**src/rtl/clk_ratio_loader.sv**
```systemverilog
// clk_ratio_loader: validates divider ratio requests and applies them
// only on a divided-clock period boundary, with a forced-apply timeout.
module clk_ratio_loader #(
    parameter int unsigned RESET_RATIO = 2,
    parameter int unsigned MIN_RATIO   = 2,
    parameter int unsigned TIMEOUT     = 1024
) (
    input  logic        clk_in,
    input  logic        reset,
    input  logic        req_valid,
    input  logic [31:0] req_ratio,
    output logic        req_ready,
    input  logic        div_clk,
    output logic [31:0] ratio,
    output logic        busy,
    output logic        applied,
    output logic        rejected,
    output logic        timed_out
);
    localparam int CW = $clog2(TIMEOUT + 1);
    localparam logic [CW-1:0] CNT_LAST = CW'(TIMEOUT - 1);
    localparam logic [31:0]   MIN_R    = 32'(MIN_RATIO);
    localparam logic [31:0]   RST_R    = 32'(RESET_RATIO);

    localparam logic [0:0] S_IDLE = 1'b0;
    localparam logic [0:0] S_WAIT = 1'b1;

    logic [0:0]    r_state;
    logic [31:0]   r_pending;
    logic [31:0]   r_ratio;
    logic [CW-1:0] r_cnt;
    logic          r_div_prev;
    logic          r_applied;
    logic          r_rejected;
    logic          r_timed_out;

    logic w_fall;
    logic w_hs;
    logic w_legal;
    logic w_tmo;

    // Divider counter is at 0 exactly when its output falls.
    assign w_fall  = r_div_prev & ~div_clk;
    assign w_hs    = req_valid & (r_state == S_IDLE);
    assign w_legal = (req_ratio >= MIN_R);
    assign w_tmo   = (r_cnt == CNT_LAST);

    always_ff @(posedge clk_in or negedge reset) begin
        if (!reset) begin
            r_state     <= S_IDLE;
            r_pending   <= '0;
            r_ratio     <= RST_R;
            r_cnt       <= '0;
            r_div_prev  <= 1'b0;
            r_applied   <= 1'b0;
            r_rejected  <= 1'b0;
            r_timed_out <= 1'b0;
        end else begin
            r_div_prev  <= div_clk;
            r_applied   <= 1'b0;
            r_rejected  <= 1'b0;
            r_timed_out <= 1'b0;
            case (r_state)
                S_IDLE: begin
                    if (w_hs && !w_legal) begin
                        r_rejected <= 1'b1;
                    end else if (w_hs) begin
                        r_pending <= req_ratio;
                        r_cnt     <= '0;
                        r_state   <= S_WAIT;
                    end
                end
                S_WAIT: begin
                    // A boundary beats a coincident timeout.
                    if (w_fall || w_tmo) begin
                        r_ratio     <= r_pending;
                        r_applied   <= 1'b1;
                        r_timed_out <= ~w_fall;
                        r_state     <= S_IDLE;
                    end else begin
                        r_cnt <= r_cnt + CW'(1);
                    end
                end
                default: r_state <= S_IDLE;
            endcase
        end
    end

    assign req_ready = (r_state == S_IDLE);
    assign busy      = (r_state == S_WAIT);
    assign ratio     = r_ratio;
    assign applied   = r_applied;
    assign rejected  = r_rejected;
    assign timed_out = r_timed_out;
endmodule
```
**config.mk**
```make
export PLATFORM = sky130hd
export DESIGN_NAME = clk_ratio_loader
export DESIGN_NICKNAME = d
export VERILOG_FILES = /design/src/rtl/clk_ratio_loader.sv
export SDC_FILE = /design/constraint.sdc
export NUM_CORES = 1
export LEC_CHECK = 0
export ABC_CLOCK_PERIOD_IN_PS = 2100
export BUFFER_PORTS_ARGS = -buffer_cell sky130_fd_sc_hd__buf_4
export CAP_MARGIN = 25
export CORE_ASPECT_RATIO = 0.5
export CORE_MARGIN = 2
export CORE_UTILIZATION = 50
export DETAILED_ROUTE_END_ITERATION = 10
export GPL_TIMING_DRIVEN = 0
export PLACE_DENSITY = 0.79
export SYNTH_ARGS = -nofsm -noshare
export SYNTH_HDL_FRONTEND = slang
export SYNTH_SLANG_ARGS = --single-unit
```
**constraint.sdc**
```tcl
create_clock -name clk_in -period 2.1 [get_ports clk_in]
set_input_delay 0.105 -clock clk_in [delete_from_list [all_inputs] [get_ports clk_in]]
set_output_delay 0.105 -clock clk_in [all_outputs]
set_load 0.05 [all_outputs]
```
# Yosys cells after proc, flatten, opt, wreduce, memory -nomap -nowiden
# Index checks and enable logic that the tools add are counted.
word_totals:
  ram_bits: 0
  latch_bits: 0
  mem_count: 0
  mem_bits_ro: 0
  regBits: 80
  in_bits: 36
op_classes:
  n_shift: 0
  div: 0
  bitwise: 6
  n_mux: 14
  magnitude_cmp: 1
  n_mul: 0
  n_eq_ne: 4
  reduce_logical: 6
  add_sub_neg: 1
ops:
  columns: ["operator", "n"]
  rows:
  - ["11-bit 2-to-1 mux", 3]
  - ["32-bit by 2-bit >= comparator with 1-bit output (second input constant)", 1]
  - ["11-bit one-hot mux with 2 select lines", 1]
  - ["11-bit by 1-bit adder with 11-bit output (second input constant)", 1]
  - ["11-bit by 10-bit equality test with 1-bit output (second input constant)", 1]
  - ["1-bit 2-to-1 mux", 9]
  - ["3-bit AND reduction", 2]
  - ["2-bit != test (second input constant)", 2]
  - ["1-bit NOT", 4]
  - ["1-bit AND", 2]
  - ["2-bit by 1-bit != test with 1-bit output (second input constant)", 1]
  - ["1-bit one-hot mux with 2 select lines", 1]
  - ["2-bit AND reduction", 1]
  - ["1-bit logical AND", 1]
  - ["1-bit logical NOT", 1]
  - ["1-bit logical OR", 1]

# Logic depth before layout (Yosys ltp)
logic_depth:
  word_depth: 5
  depth_mapped: 6
  ltp_nobuf: 5

# Worst setup path before layout
# No wires, ideal clock.
synth_timing:
  path_kind: "register -> register"
  from: "reg r_cnt[0]"
  to: "reg r_cnt[7]"
  setup_time_ps: 78
  arrival_time_ps: 1697
  setup_slack_ps: 325
  stages_incl_launch_ff: 7
  t_required_ps: 2022
  cell_sequence: "dfrtp_1 > ha_1 > nand4b_1 > nor3_1 > buf_2 > or4_2 > a21oi_1"
synth_between:
  elab_chain_cells: 4
synth_lines:
  columns: ["element", "line", "text"]
  rows:
  - ["start: declaration", "31", "logic [CW-1:0] r_cnt;"]
  - ["start signal: assignment", "81", "r_cnt <= r_cnt + CW'(1);"]
  - ["parallel branches: the longest is 4 deep, another holds 11-bit by 1-bit adder with 11-bit output", null, null]
# Parallel ways; which one is timed is not known. The select of a mux whose other input is x is not followed.
# A chain may end at the register's enable or synchronous reset.

# Final worst setup path
layout_timing:
  from: "in req_ratio[5]"
  to: "reg r_pending[11]"
layout_between:
  elab_chain_cells: 5
layout_lines:
  columns: ["element", "line", "text"]
  rows:
  - ["start: declaration", "11", "input logic [31:0] req_ratio,"]
  - ["32-bit by 2-bit >= comparator with 1-bit output", "45", "assign w_legal = (req_ratio >= MIN_R);"]
  - ["1-bit logical NOT", "65", "if (w_hs && !w_legal) begin"]
  - ["1-bit logical AND", "65", null]
  - ["1-bit NOT (no line)", null, null]
  - ["3-bit AND reduction (no line)", null, null]
  - ["end signal: assignment", "68", "r_pending <= req_ratio;"]
  - ["end: declaration", "29", "logic [31:0] r_pending;"]
# No other way between the ends.

==> flow_summary.toml <==
[layout]
final_nets = 355
finish.utilization_pct = 69.9
layout-drive-gt1-share_pct = 50.5
layout_commonest_cell = "dfrtp_1"
antenna_cells = 0
area_delta_synth_final_pct = 31.8
layout_common_cells = "dfrtp_1 (79), buf_4 (72), mux2_2 (53), clkbuf_16 (9)"
fillers = 426

[worst_hold_path]
hold_start = "req_ratio[18]"
hp-class = "input pin to register"

[clock_tree]
clock_sinks = 80
h-tree-depth = 3
cts-root-buf = "clkbuf_16"
worstSkewPairLatency_ns = 0.34
cts_tree = "yes"
cts_buffers = 9
max-clock-path-buffers = 2
clkTransAtPathRegs_ns = 0.06

[setup_path]
reg2reg_slack_ns = 0.13
start_kind = "input pin"
worstRegToRegCells = 6
crit_buf_inv = 3
required_ns = 2.32
worstReg2RegEnd = "r_cnt[7]"
r2r_start = "r_cnt[0]"
cpPeakStageDelay_ns = 0.54
cp_cell_sequence = "dlygate4sd3_1 > buf_4 > nor3_1 > nand4_1 > o21ai_4 > buf_6 > mux2_2"
cpLargestDelayFamily = "buffers and inverters"
cp-startpoint = "req_ratio[5]"
timing.critical_path.to = "r_pending[11]"
worstSetupPathType = "input pin to register"
slowest_stage = "dlygate4sd3_1"
end_kind = "register"
path_depth = 7
worstPathArrival_ns = 2.25
crit_fanout = 10

[sta]
rsz0062_at_grt = "no"
slew_viol_final = 0
maxSlewHeadroom_pct = 68.0
final.setup.worst_slack_ns = 0.0690
fmax_mhz = 492
skew_ns = 0.00721
period_needed_ns = 2.03
hold_violations = 0
setup_violations = 0
tightestPinTransition_ns = 0.475
fin_crit_sh_pct = 96.7
fin_setup_tns_ns = 0

[power]
vdd.ir_drop.worst_mv = 0.547
p_per_area_nw_per_um2 = 1530
p_leak_nw = 1.98

[place]
portBuffers = 72
gp_congestion = 0.836
post-place-ws_ns = 0.0407
place_hpwl_mm = 4.76

[drt]
antenna_left = 0
postRouteWirelength_mm = 6.69
wl_per_cell_um = 16.3
drtIter0Drc = 128
vias_per_cell = 5.35
route.detailed.drc = 0
dr.pass1.iters = 5
num_vias = 2200

[synthesis]
synth_cells = 226
yosysTopAreaCellShare_pct = 59.9
ys_seq_elements = 80
synth_fp_nets = 263
ys_warn_count = 0
synth_top_cell_by_area = "dfrtp_1"
synth_cell_type_count = 37
synth_area_leaders = "dfrtp_1 (60%), mux2_2 (18%), mux2_4 (3.6%)"
synth_area_sq_um = 3300
ys_seq_area_share_pct = 60.7
async_flop_share_pct = 100
synth_edf_count = 0
syn_avg_cell_area_sq_um = 14.6
yosys_most_used_dff = "dfrtp_1"

[run]
drv_cap = 0

[grt]
grt.total_usage_pct = 20.3
antenna_found_initial = 0
overflow = 0
grt_pass1_wl_mm = 11.0
grt_max_degree = 81
grt_pass1_vias = 2271

[die]
die_h_um = 61.5
top_level_ports = 73
coreArea_sq_um = 6230
chipWidth_um = 119
initial_core_util_pct = 53.0
dieArea_sq_um = 7310
rows = 20

[status]
status = "complete, no violations"
## state kept, by name (all words and copies together), names as in the netlist
name,flops
applied,1
busy,1
r_cnt,11
r_div_prev,1
r_pending,32
ratio,32
rejected,1
timed_out,1
## report_power, final
group	switching (W)	internal (W)	leakage [nW]	total, W
registers	0.000321	0.00213	0.966	0.00245
clock network	0.000575	0.000951	0.140	0.00153
logic	0.00164	0.00103	0.876	0.00267
## repair_timing
action / 4_1_cts / 5_1_grt
resized for setup: 0 / 0
hold buffers: 5 / 3
setup buffers: 0 / 0
endpoints found under the hold margin: 83 / 3
## cell type report
type,instances,area (sq um),share of cell area [%]
repair buffers,81,648,14.9
well taps,88,110,2.53
clock buffers,13,250,5.75
flip-flops and latches,80,2000,46.0
multi-input cells,132,1190,27.4
clock inverters,3,42.5,0.977
inverters,4,15.0,0.345
plain buffers,10,91.3,2.10
## worst min path at each step
| stage | endpoint | slack [ns] | cells after the start |
|---|---|---|---|
| 2_1_floorplan | applied | -0.19 | 0 |
| 3_3_place_gp | r_div_prev | 0.22 | 1 |
| 3_5_place_dp | r_div_prev | 0.22 | 1 |
| 4_1_cts | r_pending[18] | 0.001 | 2 |
| 5_1_grt | r_pending[22] | 0.0009 | 2 |
| 6_report | r_pending[18] | 0.008 | 2 |
## Yosys cell counts (2+ instances only)
| master | n |
|---|---|
| and3_1 | 2 |
| mux2_4 | 8 |
| or4_1 | 3 |
| clkbuf_1 | 2 |
| nor4_1 | 7 |
| mux2_2 | 53 |
| nand3_1 | 3 |
| buf_6 | 7 |
| nand4_1 | 4 |
| o31ai_1 | 5 |
| nor3_1 | 5 |
| nand2_1 | 6 |
| inv_1 | 4 |
| a21oi_1 | 7 |
| dfrtp_1 | 79 |
| o21ai_0 | 6 |
| or3_1 | 3 |
| mux2_1 | 3 |
## worst reg2reg max path: cells and delay by family (launching register included)
family,cells,cell delay [ns]
AO/OA/AOI/OAI,1,0.17
buffers and inverters,1,0.17
flip-flops,1,0.40
adder cells (fa/ha/maj),1,0.26
AND/OR/NAND/NOR,3,0.90
## layer usage
| layer | share of wire, % | GRT usage [%] | wire, um |
|---|---|---|---|
| met3 | 5.3 | 7.78 | 354 |
| met4 | 1.8 | 7.31 | 121 |
| met5 | 0 | 0 | 0 |
| met1 | 42 | 23.9 | 2780 |
| met2 | 51 | 35.6 | 3430 |
## logic make-up (layout without fill, tap and decap cells)
| kind of cell | after synthesis | in the layout | synth area share [%] |
|---|---|---|---|
| flops | 80 | 80 | 60.7 |
| mux | 64 | 64 | 22.7 |
| simple gates | 43 | 43 | 8.03 |
| compound gates | 24 | 24 | 4.96 |
| buf+inv | 14 | 111 | 3.22 |
| fa+ha+maj | 1 | 1 | 0.379 |
## per-stage QoR
| step | instance area [sq um] | hold slack, ns | power [W] | cells |
|---|---|---|---|---|
| 5_1_grt | 4350 | 0.000882 | 0.00695 | 411 |
| 3_3_place_gp | 3950 | 0.223 | 0.00504 | 386 |
| 6_report | 4350 | 0.00752 | 0.00665 | 411 |
| 3_5_place_dp | 3950 | 0.224 | 0.00514 | 386 |
| 2_1_floorplan | 3300 | -0.191 | 0.00429 | 226 |
| 4_1_cts | 4300 | 0.00136 | 0.00668 | 407 |
(Power assumes the default switching activity.)
